--- src/rtl/traffic_pkg.sv ---
// traffic_pkg: shared encodings for the traffic-light control stage.
// Phase codes, counter-input selects and lamp patterns live here so the FSM
// and any datapath model agree on them. Build option: TRAFFIC_ALL_RED_EN adds
// the two all-red clearance phases to the encoding.
package traffic_pkg;

  localparam int STATE_W = 3;
  typedef logic [STATE_W-1:0] state_t;

  localparam logic [STATE_W-1:0] ST_INIT  = 3'd0;
  localparam logic [STATE_W-1:0] ST_N_GRN = 3'd1;
  localparam logic [STATE_W-1:0] ST_N_YEL = 3'd2;
  localparam logic [STATE_W-1:0] ST_E_GRN = 3'd3;
  localparam logic [STATE_W-1:0] ST_E_YEL = 3'd4;
`ifdef TRAFFIC_ALL_RED_EN
  localparam logic [STATE_W-1:0] ST_ALL_RED_N = 3'd5;
  localparam logic [STATE_W-1:0] ST_ALL_RED_E = 3'd6;
`endif

  // Counter-input select codes seen by the datapath.
  localparam logic [1:0] IC_SEL_ONE  = 2'b00;
  localparam logic [1:0] IC_SEL_R    = 2'b01;
  localparam logic [1:0] IC_SEL_NCL  = 2'b10;
  localparam logic [1:0] IC_SEL_NLNC = 2'b11;

  // One bit per lamp; field order matches the s_*/en_* port order.
  typedef struct packed {
    logic nr;
    logic ng;
    logic ny;
    logic er;
    logic eg;
    logic ey;
  } lamp_t;

  localparam lamp_t LAMP_RED_RED = 6'b100_100;
  localparam lamp_t LAMP_N_GRN   = 6'b010_100;
  localparam lamp_t LAMP_N_YEL   = 6'b001_100;
  localparam lamp_t LAMP_E_GRN   = 6'b100_010;
  localparam lamp_t LAMP_E_YEL   = 6'b100_001;

  // Lamp pattern shown while in a given phase; unknown codes fail safe to red.
  function automatic lamp_t lamp_of(input state_t s);
    case (s)
      ST_N_GRN: lamp_of = LAMP_N_GRN;
      ST_N_YEL: lamp_of = LAMP_N_YEL;
      ST_E_GRN: lamp_of = LAMP_E_GRN;
      ST_E_YEL: lamp_of = LAMP_E_YEL;
      default:  lamp_of = LAMP_RED_RED;
    endcase
  endfunction

  // Counter-input select for a phase; yellow and all-red use the constant-one input.
  function automatic logic [1:0] ic_sel_of(input state_t s);
    case (s)
      ST_INIT:  ic_sel_of = IC_SEL_R;
      ST_N_GRN: ic_sel_of = IC_SEL_NCL;
      ST_E_GRN: ic_sel_of = IC_SEL_NLNC;
      default:  ic_sel_of = IC_SEL_ONE;
    endcase
  endfunction

endpackage

--- src/rtl/interval_timer.sv ---
// interval_timer: per-phase interval counter producing the short (S) and
// long (L) flags. Counts from 0 in the first cycle of a phase, saturates at
// LONG_CYCLES-1, and both flags drop in the same cycle the count restarts.
module interval_timer
  import traffic_pkg::*;
#(
  parameter int SHORT_CYCLES = 4,
  parameter int LONG_CYCLES  = 16
) (
  input  logic clk,
  input  logic rst,
  input  logic restart,
  output logic tmr_S,
  output logic tmr_L
);

  localparam int CNT_W = $clog2(LONG_CYCLES) + 1;
  localparam logic [CNT_W-1:0] CNT_MAX   = CNT_W'(LONG_CYCLES - 1);
  localparam logic [CNT_W-1:0] CNT_SHORT = CNT_W'(SHORT_CYCLES - 1);

  logic [CNT_W-1:0] cnt_q, cnt_d;
  logic             tmr_s_q, tmr_s_d;
  logic             tmr_l_q, tmr_l_d;

  // Next count and flag values; flags are derived from the next count so they
  // line up with the count the phase will see in the following cycle.
  always_comb begin
    // NOTE: every signal assigned here gets a default first, so no path can infer a latch.
    cnt_d = cnt_q;
    if (restart) begin
      cnt_d = '0;
    end else if (cnt_q != CNT_MAX) begin
      cnt_d = cnt_q + CNT_W'(1);
    end
    tmr_s_d = (cnt_d >= CNT_SHORT);
    tmr_l_d = (cnt_d >= CNT_MAX);
  end

  // Count and flag registers with synchronous reset.
  always_ff @(posedge clk) begin
    // NOTE: state is updated with non-blocking assignments so every register samples pre-edge values.
    if (rst) begin
      cnt_q   <= '0;
      tmr_s_q <= 1'b0;
      tmr_l_q <= 1'b0;
    end else begin
      cnt_q   <= cnt_d;
      tmr_s_q <= tmr_s_d;
      tmr_l_q <= tmr_l_d;
    end
  end

  assign tmr_S = tmr_s_q;
  assign tmr_L = tmr_l_q;

endmodule

--- src/rtl/traffic_ctrl_fsm.sv ---
// traffic_ctrl_fsm: phase sequencer for the north/east traffic-light datapath.
// Walks INIT -> N_GRN -> N_YEL -> E_GRN -> E_YEL -> N_GRN, owns the interval
// timer, and issues a one-cycle lamp/load strobe on the first cycle of every
// phase. A red-hold request (not_r=0) returns to INIT from anywhere.
// Build option: TRAFFIC_ALL_RED_EN inserts ALL_RED_N / ALL_RED_E clearance
// phases after each yellow.
module traffic_ctrl_fsm
  import traffic_pkg::*;
#(
  parameter int SHORT_CYCLES = 4,
  parameter int LONG_CYCLES  = 16
) (
  input  logic       clk,
  input  logic       rst,
  input  logic       not_r,
  input  logic       c_and_l,
  input  logic       en_s,
  input  logic       l_or_notc,
  output logic       tmr_L,
  output logic       tmr_S,
  output logic       s_NR,
  output logic       s_NG,
  output logic       s_NY,
  output logic       s_ER,
  output logic       s_EG,
  output logic       s_EY,
  output logic       en_NR,
  output logic       en_NG,
  output logic       en_NY,
  output logic       en_ER,
  output logic       en_EG,
  output logic       en_EY,
  output logic [1:0] s_IC,
  output logic       en_IC
);

  logic [STATE_W-1:0] state_q, state_d;
  logic               fresh_q;   // high through reset: first cycle out of reset is a phase entry
  logic               entry;     // the coming edge starts a new phase
  logic               restart;   // the coming edge zeroes the interval timer
  lamp_t              lamp_s_q;
  logic               lamp_en_q;
  logic [1:0]         s_ic_q;
  logic               en_ic_q;

  // Next phase; leaving reset and red-hold both force INIT ahead of any phase condition.
  always_comb begin
    state_d = state_q;
    if (fresh_q || !not_r) begin
      state_d = ST_INIT;
    end else begin
      case (state_q)
        ST_INIT:      if (en_s)      state_d = ST_N_GRN;
        ST_N_GRN:     if (c_and_l)   state_d = ST_N_YEL;
        ST_E_GRN:     if (l_or_notc) state_d = ST_E_YEL;
`ifdef TRAFFIC_ALL_RED_EN
        ST_N_YEL:     if (en_s)      state_d = ST_ALL_RED_N;
        ST_ALL_RED_N: if (en_s)      state_d = ST_E_GRN;
        ST_E_YEL:     if (en_s)      state_d = ST_ALL_RED_E;
        ST_ALL_RED_E: if (en_s)      state_d = ST_N_GRN;
`else
        ST_N_YEL:     if (en_s)      state_d = ST_E_GRN;
        ST_E_YEL:     if (en_s)      state_d = ST_N_GRN;
`endif
        default:                     state_d = ST_INIT;
      endcase
    end
  end

  // Holding INIT under red-hold is not a new phase, but the timer still stays at zero.
  assign entry   = fresh_q || (state_d != state_q);
  assign restart = entry || !not_r;

  interval_timer #(
    .SHORT_CYCLES (SHORT_CYCLES),
    .LONG_CYCLES  (LONG_CYCLES)
  ) u_timer (
    .clk     (clk),
    .rst     (rst),
    .restart (restart),
    .tmr_S   (tmr_S),
    .tmr_L   (tmr_L)
  );

  // Phase register plus registered strobes, so lamp values and load enables
  // change together with the phase they belong to.
  always_ff @(posedge clk) begin
    if (rst) begin
      state_q   <= ST_INIT;
      fresh_q   <= 1'b1;
      lamp_s_q  <= '0;
      lamp_en_q <= 1'b0;
      s_ic_q    <= IC_SEL_ONE;
      en_ic_q   <= 1'b0;
    end else begin
      state_q   <= state_d;
      fresh_q   <= 1'b0;
      lamp_s_q  <= lamp_of(state_d);
      lamp_en_q <= entry;
      s_ic_q    <= ic_sel_of(state_d);
      en_ic_q   <= 1'b1;
    end
  end

  assign s_NR  = lamp_s_q.nr;
  assign s_NG  = lamp_s_q.ng;
  assign s_NY  = lamp_s_q.ny;
  assign s_ER  = lamp_s_q.er;
  assign s_EG  = lamp_s_q.eg;
  assign s_EY  = lamp_s_q.ey;

  assign en_NR = lamp_en_q;
  assign en_NG = lamp_en_q;
  assign en_NY = lamp_en_q;
  assign en_ER = lamp_en_q;
  assign en_EG = lamp_en_q;
  assign en_EY = lamp_en_q;

  assign s_IC  = s_ic_q;
  assign en_IC = en_ic_q;

endmodule

--- config.mk ---
export PLATFORM = sky130hd
export DESIGN_NAME = traffic_ctrl_fsm
export DESIGN_NICKNAME = d
export VERILOG_FILES = /design/src/rtl/traffic_pkg.sv /design/src/rtl/interval_timer.sv /design/src/rtl/traffic_ctrl_fsm.sv
export SDC_FILE = /design/constraint.sdc
export NUM_CORES = 1
export LEC_CHECK = 0
export ABC_AREA = 1
export BUFFER_PORTS_ARGS = -buffer_cell sky130_fd_sc_hd__buf_2
export CORE_MARGIN = 2
export CORE_UTILIZATION = 30
export CTS_CLUSTER_SIZE = 24
export DETAILED_ROUTE_END_ITERATION = 12
export PLACE_DENSITY = 0.59
export SYNTH_ARGS = -nofsm -noshare
export SYNTH_HDL_FRONTEND = slang
export SYNTH_SLANG_ARGS = --single-unit
--- constraint.sdc ---
create_clock -name clk -period 2.3 [get_ports clk]
set_input_delay 0.23 -clock clk [delete_from_list [all_inputs] [get_ports clk]]
set_output_delay 0.23 -clock clk [all_outputs]
set_load 0.02 [all_outputs]
; ---- After elaboration in Yosys (flattened, before gate mapping)
; Cells that the tools add are included.
[totals]
reg_bits = 21
in_bits = 6
elab_cells = 46
[classes]
addsub = 1
order_cmp = 2
eq_ne = 10
mux = 12
reduce_logical = 7
[op_table]
columns = op, count
row1 = one-hot mux 6 bit (4 select lines), 1
row2 = 2-to-1 mux 3 bit, 5
row3 = "equality test 3 x 2 -> 1 bit, second input constant", 4
row4 = one-hot mux 3 bit (4 select lines), 1
row5 = 2-to-1 mux 5 bit, 2
row6 = "equality test 3 x 1 -> 1 bit, second input constant", 2
row7 = "equality test 3 bit, second input constant", 2
row8 = zero test 3 bit, 2
row9 = one-hot mux 2 bit (3 select lines), 1
row10 = "adder 5 x 1 -> 5 bit, second input constant", 1
row11 = "greater-or-equal comparator 5 x 2 -> 1 bit, second input constant", 1
row12 = "greater-or-equal comparator 5 x 4 -> 1 bit, second input constant", 1
row13 = "inequality test 5 x 4 -> 1 bit, second input constant", 1
row14 = logical OR 1 bit, 3
row15 = inequality test 3 bit, 1
row16 = 2-to-1 mux 1 bit, 2
row17 = OR reduction 2 bit, 1
row18 = zero test 1 bit, 1

; ---- Longest topological paths before layout
[depth]
ltp_word = 9
mapped_depth = 12
mapped_depth_nobuf = 12

; ---- Modules after synthesis
; From an unflattened synthesis, not the netlist that was laid out.
[unflattened]
hier_cells = 137
area_unflattened_um2 = 1006.0
[modules_own_cells]
columns = module, n_inst, cells_per_inst, area_each_um2
row1 = traffic_ctrl_fsm, 1, 83, 638.1
row2 = interval_timer, 1, 54, 367.9

; ---- Worst setup path after synthesis
; OpenSTA, ideal clock, no wires.
[synth_timing]
path_type = reg-to-reg
from = reg u_timer.cnt_q[0]
to = reg u_timer.tmr_s_q (netlist: u_timer.tmr_S)
setup_ps = 121
t_arrival_ps = 1393
slack_ps = 786
path_stages_with_launch = 9
period_less_slack_ps = 1514
path_cell_list = dfxtp_1 ha_1 nand3_1 nor2_2 or2_2 o21ai_1 nor2_1 nor3_1 a21oi_2
[synth_between]
elab_chain_cells = 4
[synth_rtl]
columns = element, line
row1 = "start, declared", interval_timer.sv:21  ; logic [CNT_W-1:0] cnt_q, cnt_d;
row2 = "start signal, assigned", interval_timer.sv:47  ; cnt_q <= cnt_d;
row3 = adder 5 x 1 -> 5 bit / inequality test 5 x 4 -> 1 bit (equally long branches), "interval_timer.sv:33, interval_timer.sv:32"
row4 = 2-to-1 mux 5 bit (*), interval_timer.sv:32  ; end else if (cnt_q != CNT_MAX) begin
row5 = 2-to-1 mux 5 bit (*), interval_timer.sv:30  ; if (restart) begin
row6 = greater-or-equal comparator 5 x 2 -> 1 bit (*), interval_timer.sv:35  ; tmr_s_d = (cnt_d >= CNT_SHORT);
row7 = "end signal, assigned", interval_timer.sv:48  ; tmr_s_q <= tmr_s_d;
row8 = "end, declared", interval_timer.sv:22  ; logic tmr_s_q, tmr_s_d;
; Mark *: on every way between the ends. The rest lies on a longest branch, timed or not.
; A chain may end at the register's enable or synchronous reset.

; ---- Worst setup path after layout
; Same ends and word-level chain as after synthesis.

==> results_dict.tcl <==
set metrics [dict create \
    outcome "complete, no violations" \
    syn_area_per_cell_sq_um 7.88 \
    routed.top_layer "met4" \
    synthToLayoutAreaGrowth_pct 15.0 \
    critPathBufInv 1 \
    cts_resized 0 \
    max_stage_delay_ns 0.38 \
    fmax_mhz 606 \
    viasPerCell 4.48 \
    finalPower_mw 0.619 \
    dpl_cell_area_sq_um 998 \
    diodes 0 \
    track_usage_pct 10.3 \
    clk_pin_slew_worst_paths_ns 0.10 \
    syn_area_sq_um 891 \
    grt_overflow_total 0 \
    die_w_um 58.5 \
    worst_pin_slew_ns 0.269 \
    ios 23 \
    nets 141 \
    p_per_area_mw_per_mm2 604 \
    routed_wl_mm 1.55 \
    wl_per_cell_um 9.43 \
    drtAntennaViolNets 0 \
    ys_seq_area_share_pct 47.2 \
    clock_path_buffers 2 \
    met2_length_um 668 \
    fin_worst_skew_ns 0.00847 \
    met3WireLength_um 105 \
    drive_gt1_share_pct 29.3 \
    rsz0062_at_grt "false" \
    maxCapViolCount 0 \
    clk_latency_ns 0.30 \
    cts_sinks 21 \
    yosysWarnings 0 \
    setup_violations 0 \
    slew_violations 0 \
    grt_pass1_wl_mm 2.67 \
    core_area_sq_mm 0.00278 \
    largest_reg_flops 5 \
    final_cell_area_sq_mm 0.00102 \
    p_leak_nw 0.530 \
    layout_common_cells "nand2_1, buf_2, dfxtp_1" \
    vdd_drop_max_mv 0.341 \
    dr.first_iter.drc_count 10 \
    critPathRequiredTime_ns 2.49 \
    fin_ws_ns 0.650 \
    netlist_instances 113 \
    vias 735 \
    drc 0 \
    holdWs_ns 0.179 \
    fp-row-count 19 \
    cts_tree "yes" \
    grt_max_degree 14 \
    syn-num-nets 120 \
    post-route-min-period_ns 1.65 \
    place_ws_ns 0.656 \
    hold_class "input pin to flop" \
    h-tree-depth 1 \
    final.setup.tns_ns 0 \
    ys_ff_latch 21 \
    dp_hpwl_mm 1.23 \
    num-fill-cells 293 \
    cts_hold_buf 0 \
    routabilityCongestion 0.777 \
    startpoint_type "flop" \
    cp_slowest_cell "dfxtp_1" \
    antenna_found_initial 0 \
    die_h_um 58.5 \
    die_area_sq_mm 0.00342 \
    maxSlewHeadroom_pct 82.0 \
    regMostFlops "u_timer.cnt_q" \
    cp_cell_sequence "ha_1, nand3_1, nor2_2, inv_1, o21ai_1, nor2_1, nor3_1, a21oi_2" \
    dr.pass1.iters 4 \
    critPathMaxFanout 5 \
    numCtsBuffers 3 \
    endpoint_kind "flop" \
    cp_data_arrival_time_ns 1.84 \
    start_util_pct 32.0 \
    root_buffer "clkbuf_4" \
    hold_viol_final 0 \
    post_cts_buffers 0 \
    critical-path-top-delay-family "simple AND/OR/NAND/NOR gates" \
    synth_cell_type_count 21 \
    crit_type "flop to flop" \
    portBuffers 22 \
    period_share_pct 71.7 \
    grt_pass1_vias 654 \
    drt-met1-wl_um 734 \
]
[synth_stat cells]
| cell | count | share of area [%] |
|---|---|---|
| dfxtp_1 | 21 | 47 |
| nand2_4 | 1 | 1.3 |
| xor2_1 | 2 | 2.0 |
| nand3_1 | 6 | 3.4 |
| a21oi_2 | 2 | 2.0 |
| nand3b_1 | 1 | 0.84 |
| nand2_2 | 3 | 2.1 |
| nor2_4 | 2 | 2.5 |
| ha_1 | 1 | 1.4 |
| nor2_1 | 18 | 7.6 |
| buf_4 | 5 | 4.2 |
| nand4_1 | 3 | 2.1 |
| nor2_2 | 4 | 2.8 |
| clkbuf_1 | 1 | 0.42 |
| nor3_1 | 6 | 3.4 |
| or2_2 | 1 | 0.70 |
| nand2_1 | 22 | 9.3 |
| a21oi_1 | 1 | 0.56 |
| o21ai_1 | 1 | 0.56 |
| nand3_2 | 1 | 1.1 |
| inv_1 | 11 | 4.6 |
[area by class of cell]
class                   count  area (sq um)  share of cell area [%]
multi-input cells          75           388                    37.9
repair buffers             22           110                    10.7
flip-flops and latches     21           420                    41.0
inverters                  11          41.3                    4.03
well taps                  31          38.8                    3.79
clock buffers               4          26.3                    2.56
[routing by layer]
metal  vias up  track usage [%]
li1        393                -
met1       312             13.1
met2        25             16.2
met3         5             2.86
met4         0             4.98
met5         -                0
[worst reg2reg max path: cells and delay by family (launching register included)]
| family | cells | cell delay [ns] |
|---|---|---|
| AND/OR/NAND/NOR | 4 | 0.59 |
| flip-flops | 1 | 0.38 |
| AO/OA/AOI/OAI | 2 | 0.32 |
| adder cells (fa/ha/maj) | 1 | 0.19 |
| buffers and inverters | 1 | 0.07 |
[metrics by stage]
step                      std cells  util (%)
final                           164      36.8
after floorplan                 113         -
after CTS                       164      36.8
after detailed placement        160      35.9
after global placement          160      35.9
after global routing            164      36.8
[cells by family after synthesis]
logic type	Yosys count	share of synthesized area [%]
fa+ha+maj	1	1.40
simple gates	68	37.1
xor+xnor	2	1.97
flops	21	47.2
compound gates	4	3.09
buf+inv	17	9.27
[worst paths after layout]
kind	from	endpoint	slack (ns)	depth (start not counted)
min reg2reg	u_timer.cnt_q[4]	u_timer.tmr_S	0.53	2
min	rst	fresh_q	0.18	1
max	u_timer.cnt_q[0]	u_timer.tmr_S	0.65	8
max reg2reg	u_timer.cnt_q[0]	u_timer.tmr_S	0.65	8
[power by group]
group          internal, mW  switching (mW)  leakage [nW]
logic                0.0222          0.0462         0.343
clock network        0.0676           0.106        0.0150
registers             0.373         0.00451         0.172
(Power assumes the default switching activity.)
